==> config.mk <==
export PLATFORM = sky130hd
export DESIGN_NAME = conv2d_stream_param
export DESIGN_NICKNAME = d
export VERILOG_FILES = /design/src/rtl/conv2d_stream_param.sv
export SDC_FILE = /design/constraint.sdc
export NUM_CORES = 1
export LEC_CHECK = 0
export ABC_AREA = 0
export BUFFER_PORTS_ARGS = -buffer_cell sky130_fd_sc_hd__buf_2
export CAP_MARGIN = 15
export CORE_ASPECT_RATIO = 1.75
export CORE_MARGIN = 2
export CORE_UTILIZATION = 50
export DETAILED_ROUTE_END_ITERATION = 8
export PLACE_DENSITY = 0.71
export SYNTH_ARGS = -nofsm -noshare
export SYNTH_HDL_FRONTEND = slang
export SYNTH_SLANG_ARGS = --single-unit
==> constraint.sdc <==
create_clock -name clk -period 10.1 [get_ports clk]
set_input_delay 0.505 -clock clk [delete_from_list [all_inputs] [get_ports clk]]
set_output_delay 0.505 -clock clk [all_outputs]
set_load 0.02 [all_outputs]
==> src/rtl/conv2d_stream_param.sv <==
// conv2d_stream_param: streaming KxK signed-coefficient 2-D convolution over a
// row-major image in external synchronous RAM, "same"-size output written back
// one pixel per P = K*K+2 cycles. Border handling is zero (PAD_MODE=0) or
// replicate (PAD_MODE=1); the accumulator is arithmetically shifted by SHIFT.
// Optional feature macro CONV2D_SAT_EN: when defined the scaled result is
// saturated to the signed OUT_W range, otherwise it wraps to its low OUT_W bits.
module conv2d_stream_param #(
    parameter int IMG_W    = 50,
    parameter int IMG_H    = 50,
    parameter int K        = 5,
    parameter int DATA_W   = 12,
    parameter int COEF_W   = 8,
    parameter int OUT_W    = 20,
    parameter int ADDR_W   = 17,
    parameter int SHIFT    = 0,
    parameter int PAD_MODE = 0
) (
    input  logic                       clk,
    input  logic                       rst,
    input  logic                       start,
    input  logic [K*K*COEF_W-1:0]      f_coeff,
    input  logic [DATA_W-1:0]          d_in,
    output logic [ADDR_W-1:0]          ReadAddress,
    output logic [ADDR_W-1:0]          WriteAddress,
    output logic signed [OUT_W-1:0]    d_out,
    output logic                       WriteEnable,
    output logic                       ready,
    output logic                       done
);

    localparam int NTAP   = K * K;
    localparam int HALF   = K / 2;
    localparam int P      = NTAP + 2;
    localparam int PH_W   = $clog2(P);
    localparam int TAP_W  = $clog2(NTAP);
    localparam int ROW_W  = $clog2(IMG_H + 1);
    localparam int COL_W  = $clog2(IMG_W + 1);
    localparam int KR_W   = $clog2(K + 1);
    localparam int PROD_W = DATA_W + COEF_W + 1;
    localparam int ACC_W  = DATA_W + COEF_W + $clog2(NTAP) + 1;

    localparam logic [PH_W-1:0]  PH_LAST   = PH_W'(P - 1);
    localparam logic [PH_W-1:0]  PH_TAP0   = PH_W'(2);
    localparam logic [PH_W-1:0]  PH_NTAP   = PH_W'(NTAP);
    localparam logic [ROW_W-1:0] ROW_LAST  = ROW_W'(IMG_H - 1);
    localparam logic [COL_W-1:0] COL_LAST  = COL_W'(IMG_W - 1);
    localparam logic [KR_W-1:0]  KC_LAST   = KR_W'(K - 1);

    typedef enum logic [1:0] {
        ST_IDLE = 2'd0,
        ST_MAC  = 2'd1,
        ST_FIN  = 2'd2
    } state_t;

    // Reduce the scaled accumulator to OUT_W bits (saturate or wrap).
    function automatic logic signed [OUT_W-1:0] reduce_fn(input logic signed [ACC_W-1:0] v);
`ifdef CONV2D_SAT_EN
        localparam int WIDE_W = ((ACC_W > OUT_W) ? ACC_W : OUT_W) + 1;
        localparam logic signed [WIDE_W-1:0] MAX_V = {{(WIDE_W-OUT_W+1){1'b0}}, {(OUT_W-1){1'b1}}};
        localparam logic signed [WIDE_W-1:0] MIN_V = ~MAX_V;
        logic signed [WIDE_W-1:0] w;
        w = WIDE_W'(v);
        if (w > MAX_V) begin
            reduce_fn = OUT_W'(MAX_V);
        end else if (w < MIN_V) begin
            reduce_fn = OUT_W'(MIN_V);
        end else begin
            reduce_fn = OUT_W'(w);
        end
`else
        reduce_fn = OUT_W'(v);
`endif
    endfunction

    state_t                    state_r, state_s;
    logic signed [COEF_W-1:0]  coef_r [NTAP];
    logic [ROW_W-1:0]          row_r;
    logic [COL_W-1:0]          col_r;
    logic [KR_W-1:0]           kr_r, kc_r;
    logic [PH_W-1:0]           ph_r;
    logic                      mask_d1_r, mask_d2_r;
    logic signed [ACC_W-1:0]   acc_r;

    logic                      accept_s, issue_s, acc_en_s, tap_vld_s, wr_s, fin_s;
    int                        src_row_s, src_col_s, clamp_row_s, clamp_col_s;
    logic                      in_rng_s, mask_s;
    logic [ADDR_W-1:0]         rd_addr_s, wr_addr_s;
    logic [TAP_W-1:0]          tap_s;
    logic signed [COEF_W-1:0]  coef_sel_s;
    logic signed [DATA_W:0]    pix_s;
    logic signed [PROD_W-1:0]  prod_s;
    logic signed [ACC_W-1:0]   acc_next_s, scaled_s;
    logic signed [OUT_W-1:0]   result_s;

    // Next-state and per-cycle control strobes derived from the pixel phase.
    always_comb begin
        state_s   = state_r;
        accept_s  = 1'b0;
        issue_s   = 1'b0;
        acc_en_s  = 1'b0;
        tap_vld_s = 1'b0;
        wr_s      = 1'b0;
        fin_s     = 1'b0;
        case (state_r)
            ST_IDLE: begin
                if (start) begin
                    accept_s = 1'b1;
                    state_s  = ST_MAC;
                end else begin
                    state_s  = ST_IDLE;
                end
            end
            ST_MAC: begin
                if (ph_r < PH_NTAP) begin
                    issue_s = 1'b1;
                end else begin
                    issue_s = 1'b0;
                end
                if ((ph_r >= PH_TAP0) && (ph_r <= PH_LAST)) begin
                    tap_vld_s = 1'b1;
                end else begin
                    tap_vld_s = 1'b0;
                end
                if ((ph_r >= PH_TAP0) && (ph_r <= PH_NTAP)) begin
                    acc_en_s = 1'b1;
                end else begin
                    acc_en_s = 1'b0;
                end
                if (ph_r == PH_LAST) begin
                    wr_s = 1'b1;
                    if ((row_r == ROW_LAST) && (col_r == COL_LAST)) begin
                        state_s = ST_FIN;
                    end else begin
                        state_s = ST_MAC;
                    end
                end else begin
                    state_s = ST_MAC;
                end
            end
            ST_FIN: begin
                fin_s   = 1'b1;
                state_s = ST_IDLE;
            end
            default: begin
                state_s = ST_IDLE;
            end
        endcase
    end

    // Source coordinate of the tap being issued, clamped address and border mask.
    always_comb begin
        src_row_s = int'(row_r) + int'(kr_r) - HALF;
        src_col_s = int'(col_r) + int'(kc_r) - HALF;
        in_rng_s  = (src_row_s >= 0) && (src_row_s < IMG_H) &&
                    (src_col_s >= 0) && (src_col_s < IMG_W);
        if (src_row_s < 0) begin
            clamp_row_s = 0;
        end else if (src_row_s > IMG_H - 1) begin
            clamp_row_s = IMG_H - 1;
        end else begin
            clamp_row_s = src_row_s;
        end
        if (src_col_s < 0) begin
            clamp_col_s = 0;
        end else if (src_col_s > IMG_W - 1) begin
            clamp_col_s = IMG_W - 1;
        end else begin
            clamp_col_s = src_col_s;
        end
        mask_s    = (PAD_MODE == 1) ? 1'b1 : in_rng_s;
        rd_addr_s = ADDR_W'(clamp_row_s * IMG_W + clamp_col_s);
        wr_addr_s = ADDR_W'(int'(row_r) * IMG_W + int'(col_r));
    end

    // Multiply the returning pixel by its tap coefficient and form the result.
    always_comb begin
        tap_s      = TAP_W'(ph_r - PH_TAP0);
        if (tap_vld_s) begin
            coef_sel_s = coef_r[tap_s];
        end else begin
            coef_sel_s = '0;
        end
        if (mask_d2_r) begin
            pix_s = $signed({1'b0, d_in});
        end else begin
            pix_s = '0;
        end
        prod_s     = PROD_W'(pix_s) * PROD_W'(coef_sel_s);
        acc_next_s = acc_r + ACC_W'(prod_s);
        scaled_s   = acc_next_s >>> SHIFT;
        result_s   = reduce_fn(scaled_s);
    end

    // FSM state register.
    always_ff @(posedge clk) begin
        if (!rst) begin
            state_r <= ST_IDLE;
        end else begin
            state_r <= state_s;
        end
    end

    // Datapath: coefficient latch, counters, read address, accumulator, write port.
    always_ff @(posedge clk) begin
        if (!rst) begin
            for (int t = 0; t < NTAP; t++) begin
                coef_r[t] <= '0;
            end
            row_r        <= '0;
            col_r        <= '0;
            kr_r         <= '0;
            kc_r         <= '0;
            ph_r         <= '0;
            mask_d1_r    <= 1'b0;
            mask_d2_r    <= 1'b0;
            acc_r        <= '0;
            ReadAddress  <= '0;
            WriteAddress <= '0;
            d_out        <= '0;
            WriteEnable  <= 1'b0;
            ready        <= 1'b1;
            done         <= 1'b0;
        end else begin
            WriteEnable <= 1'b0;
            done        <= 1'b0;
            mask_d1_r   <= mask_s;
            mask_d2_r   <= mask_d1_r;
            if (accept_s) begin
                for (int t = 0; t < NTAP; t++) begin
                    coef_r[t] <= $signed(f_coeff[t*COEF_W +: COEF_W]);
                end
                row_r <= '0;
                col_r <= '0;
                kr_r  <= '0;
                kc_r  <= '0;
                ph_r  <= '0;
                acc_r <= '0;
                ready <= 1'b0;
            end
            if (state_r == ST_MAC) begin
                ph_r <= (ph_r == PH_LAST) ? '0 : ph_r + PH_W'(1);
            end
            if (issue_s) begin
                ReadAddress <= rd_addr_s;
                if (kc_r == KC_LAST) begin
                    kc_r <= '0;
                    kr_r <= kr_r + KR_W'(1);
                end else begin
                    kc_r <= kc_r + KR_W'(1);
                end
            end
            if (acc_en_s) begin
                acc_r <= acc_next_s;
            end
            if (wr_s) begin
                WriteEnable  <= 1'b1;
                WriteAddress <= wr_addr_s;
                d_out        <= result_s;
                acc_r        <= '0;
                kr_r         <= '0;
                kc_r         <= '0;
                if (col_r == COL_LAST) begin
                    col_r <= '0;
                    row_r <= row_r + ROW_W'(1);
                end else begin
                    col_r <= col_r + COL_W'(1);
                end
            end
            if (fin_s) begin
                done  <= 1'b1;
                ready <= 1'b1;
            end
        end
    end

endmodule

==> results.sh <==
export IMPL_synth_top_cell_area_share=0.314
export IMPL_reg2reg_depth=23
export IMPL_worst_setup_path_type="register to register"
export IMPL_start_util=0.508
export IMPL_via_count=14100
export IMPL_syn_area_mm2=0.0191
export IMPL_worst_path_most_repeated_cell="fa_1"
export IMPL_io_pins=272
export IMPL_whs_path_depth=2
export IMPL_grt_pass1_vias=15000
export IMPL_holdBufCountCts=0
export IMPL_worstPathRequired_ps=10550
export IMPL_clock_skew_ps=16.3
export IMPL_min_to="coef_r[21][4]"
export IMPL_cts_root_buf="clkbuf_16"
export IMPL_p_leak_nw=10.1
export IMPL_slowest_stage="ha_2"
export IMPL_worst_slew_pin_slew_ps=1110
export IMPL_ys_types=66
export IMPL_arrival_ps=9180
export IMPL_worstHoldPathType="primary input to register"
export IMPL_syn_inst=1784
export IMPL_cts_buffer_depth=3
export IMPL_clk_latency_ps=570
export IMPL_crit_fanout=35
export IMPL_r2r_end="d_out[18]"
export IMPL_critPathLaunchType="register"
export IMPL_worstHoldStart="f_coeff[172]"
export IMPL_coreArea_mm2=0.0376
export IMPL_vias_per_cell=5.62
export IMPL_power_density_mw_per_mm2=125
export IMPL_globalplace_congestion=0.937
export IMPL_path_clk_slew_ps=70
export IMPL_routed_wl_um=49200
export IMPL_multi_input_area_mm2=0.0101
export IMPL_syn_avg_cell_area_um2=10.7
export IMPL_final_seq_area_mm2=0.00797
export IMPL_reg2reg_slack_ps=1360
export IMPL_synth_edff_count=200
export IMPL_tritoncts="built"
export IMPL_postCtsSetupBuffers=0
export IMPL_drtIter0Drc=728
export IMPL_drtAntennaViolNets=0
export IMPL_placementRows=94
export IMPL_hold_viol_final=0
export IMPL_yosysWarnings=0
export IMPL_crit_buf_inv=4
export IMPL_ir_drop_mv=0.151
export IMPL_end_kind="register"
export IMPL_max_slew_margin=0.260
export IMPL_die_width_um=152
export IMPL_status="finished clean"
export IMPL_period_needed_ps=8740
export IMPL_areaGrowthSynthToFinish_pct=13.3
export IMPL_antenna_found_initial=0
export IMPL_cts_resized=0
export IMPL_mostFrequentLayoutCell="buf_2"
export IMPL_yosysSeqAreaShare=0.416
export IMPL_drt_first_pass_iters=5
export IMPL_num_nets_final=2446
export IMPL_grtUsageMet1=0.282
export IMPL_rsz0062_at_grt="no"
export IMPL_synth_top_area_cell="edfxtp_1"
export IMPL_worst_path_largest_cell_delay_ps=980
export IMPL_htreeDepth=1
export IMPL_r2r_start="ph_r[1]"
export IMPL_cts_sinks=298
export IMPL_drive_above_1_share=0.197
export IMPL_design_die_area_mm2=0.0399
export IMPL_drc_errors=0
export IMPL_use_met3=0.0270
export IMPL_ys_ff_latch=298
export IMPL_tns_ps=0
export IMPL_synthTopCellsByArea="edfxtp_1 (31%), dfxtp_1 (10%), ha_1 (9.7%), fa_1 (9.1%), mux4_2 (5.8%)"
export IMPL_numCtsBuffers=28
export IMPL_io_buffers=265
export IMPL_critPathTopFamily="adder cells"
export IMPL_grtUsageMet2=0.458
export IMPL_fill_cells=3282
export IMPL_cap_viol_max_count=0
export IMPL_final_core_util=0.576
export IMPL_clock_fmax_ghz=0.114
export IMPL_maxSlewViolCount=0
export IMPL_grtUsageTotal=0.246
export IMPL_cp_cell_sequence="inv_1 -> ha_2 -> mux4_2 -> mux4_2 -> a21oi_1 -> nor2_2 -> nand2_1 -> fa_1 -> fa_1 -> inv_1 -> fa_1 -> inv_1 -> fa_1 -> fa_1 -> inv_1 -> ha_1 -> a21oi_1 -> o21ai_0 -> a2111oi_0 -> nor2_1 -> o31ai_1 -> xor2_1 -> a21oi_1"
export IMPL_final_cell_mix="buf_2 (264), edfxtp_1 (200), inv_1 (173), and3_1 (154), ha_1 (147)"
export IMPL_setup_viol=0
export IMPL_hpwl_um=38200
export IMPL_async_flop_share=0
export IMPL_die_y_um=263
export IMPL_wl_per_cell_um=19.7
export IMPL_synthFlopType="edfxtp_1"
export IMPL_grt_overflow_total=0
export IMPL_timing_final_crit_share=0.865
export IMPL_grt_max_degree=144
export IMPL_busiest_layer="met2"
export IMPL_grt_pass1_wl_um=78400
[report_power, final]
group	internal, W	leakage, nW	total (W)	switching (W)
combinational	0.000112	6.75	0.000263	0.000151
clock	0.000556	0.426	0.00104	0.000481
sequential	0.00138	2.95	0.00141	0.0000257
[kinds of logic (layout without fill, tap and decap cells)]
group	after synthesis	count (layout)	synth area share
flops	298	298	0.416
buf+inv	281	505	0.0585
simple gates	610	610	0.167
fa+ha+maj	235	235	0.188
xor+xnor	50	50	0.0229
other cells	1	12	0.000196
compound gates	239	239	0.0785
mux	70	70	0.0687
[synthesized netlist by cell type (all sizes together), types with 64 or more instances]
master and number:
inv 173, and2 76, nand3 64, and3 154
clkbuf 77, a21oi 100, ha 148, fa 87
dfxtp 98, nor2 93, nand2 124, edfxtp 200
[layout make-up]
class | instances | share of cell area
Multi-Input combinational cell | 1215 | 0.467
Sequential cell | 298 | 0.368
Timing Repair Buffer | 280 | 0.0665
Clock buffer | 33 | 0.0342
Inverter | 173 | 0.0300
Tap cell | 480 | 0.0277
Clock inverter | 19 | 0.00681
Antenna cell | 1 | 0.000115
[worst register-to-register path, stage by stage, from the launching register on]
cell       delay [ps]
dfxtp_2           670
inv_1             230
ha_2              990
mux4_2            640
mux4_2            490
a21oi_1           360
nor2_2            170
nand2_1           140
fa_1              460
fa_1              550
inv_1              60
fa_1              530
inv_1              60
fa_1              500
fa_1              550
inv_1              50
ha_1              210
a21oi_1           200
o21ai_0           200
a2111oi_0         840
nor2_1            110
o31ai_1           390
xor2_1            180
a21oi_1            80
[per-layer routing]
layer | share of wire | up-vias
met3 | 0.047 | 128
met4 | 0.049 | 0
li1 | - | 6690
met5 | 0 | -
met1 | 0.37 | 6768
met2 | 0.53 | 466
[registers in the layout (all words and copies together), names as in the netlist, 2 cells and up]
| register | cells |
|---|---|
| coef_r | 200 |
| acc_r | 20 |
| d_out | 20 |
| ReadAddress | 15 |
| WriteAddress | 13 |
| col_r | 6 |
| row_r | 6 |
| ph_r | 5 |
| kc_r | 3 |
| kr_r | 3 |
| state_r | 2 |
[stage by stage]
step | hold WS [ps] | setup WS [ps] | power [W] | instance area, µm² | instances
2_1_floorplan | 412 | 2430 | 0.00160 | 19200 | 1794
3_3_place_gp | 428 | 1540 | 0.00169 | 20800 | 2446
3_5_place_dp | 429 | 1330 | 0.00170 | 20800 | 2446
4_1_cts | 204 | 1280 | 0.00273 | 21700 | 2498
5_1_grt | 214 | 708 | 0.00280 | 21700 | 2498
6_report | 223 | 1360 | 0.00271 | 21700 | 2499
[worst max path at each step]
stage | startpoint | to | slack [ps] | depth (start not counted)
6_report | ph_r[1] | d_out[18] | 1360 | 23
3_5_place_dp | ph_r[1] | d_out[18] | 1330 | 23
2_1_floorplan | ph_r[1] | d_out[18] | 2430 | 28
4_1_cts | ph_r[1] | d_out[18] | 1280 | 23
3_3_place_gp | ph_r[1] | d_out[18] | 1540 | 23
5_1_grt | ph_r[1] | d_out[18] | 710 | 23
Note: power is estimated with default switching activity, not from simulation.
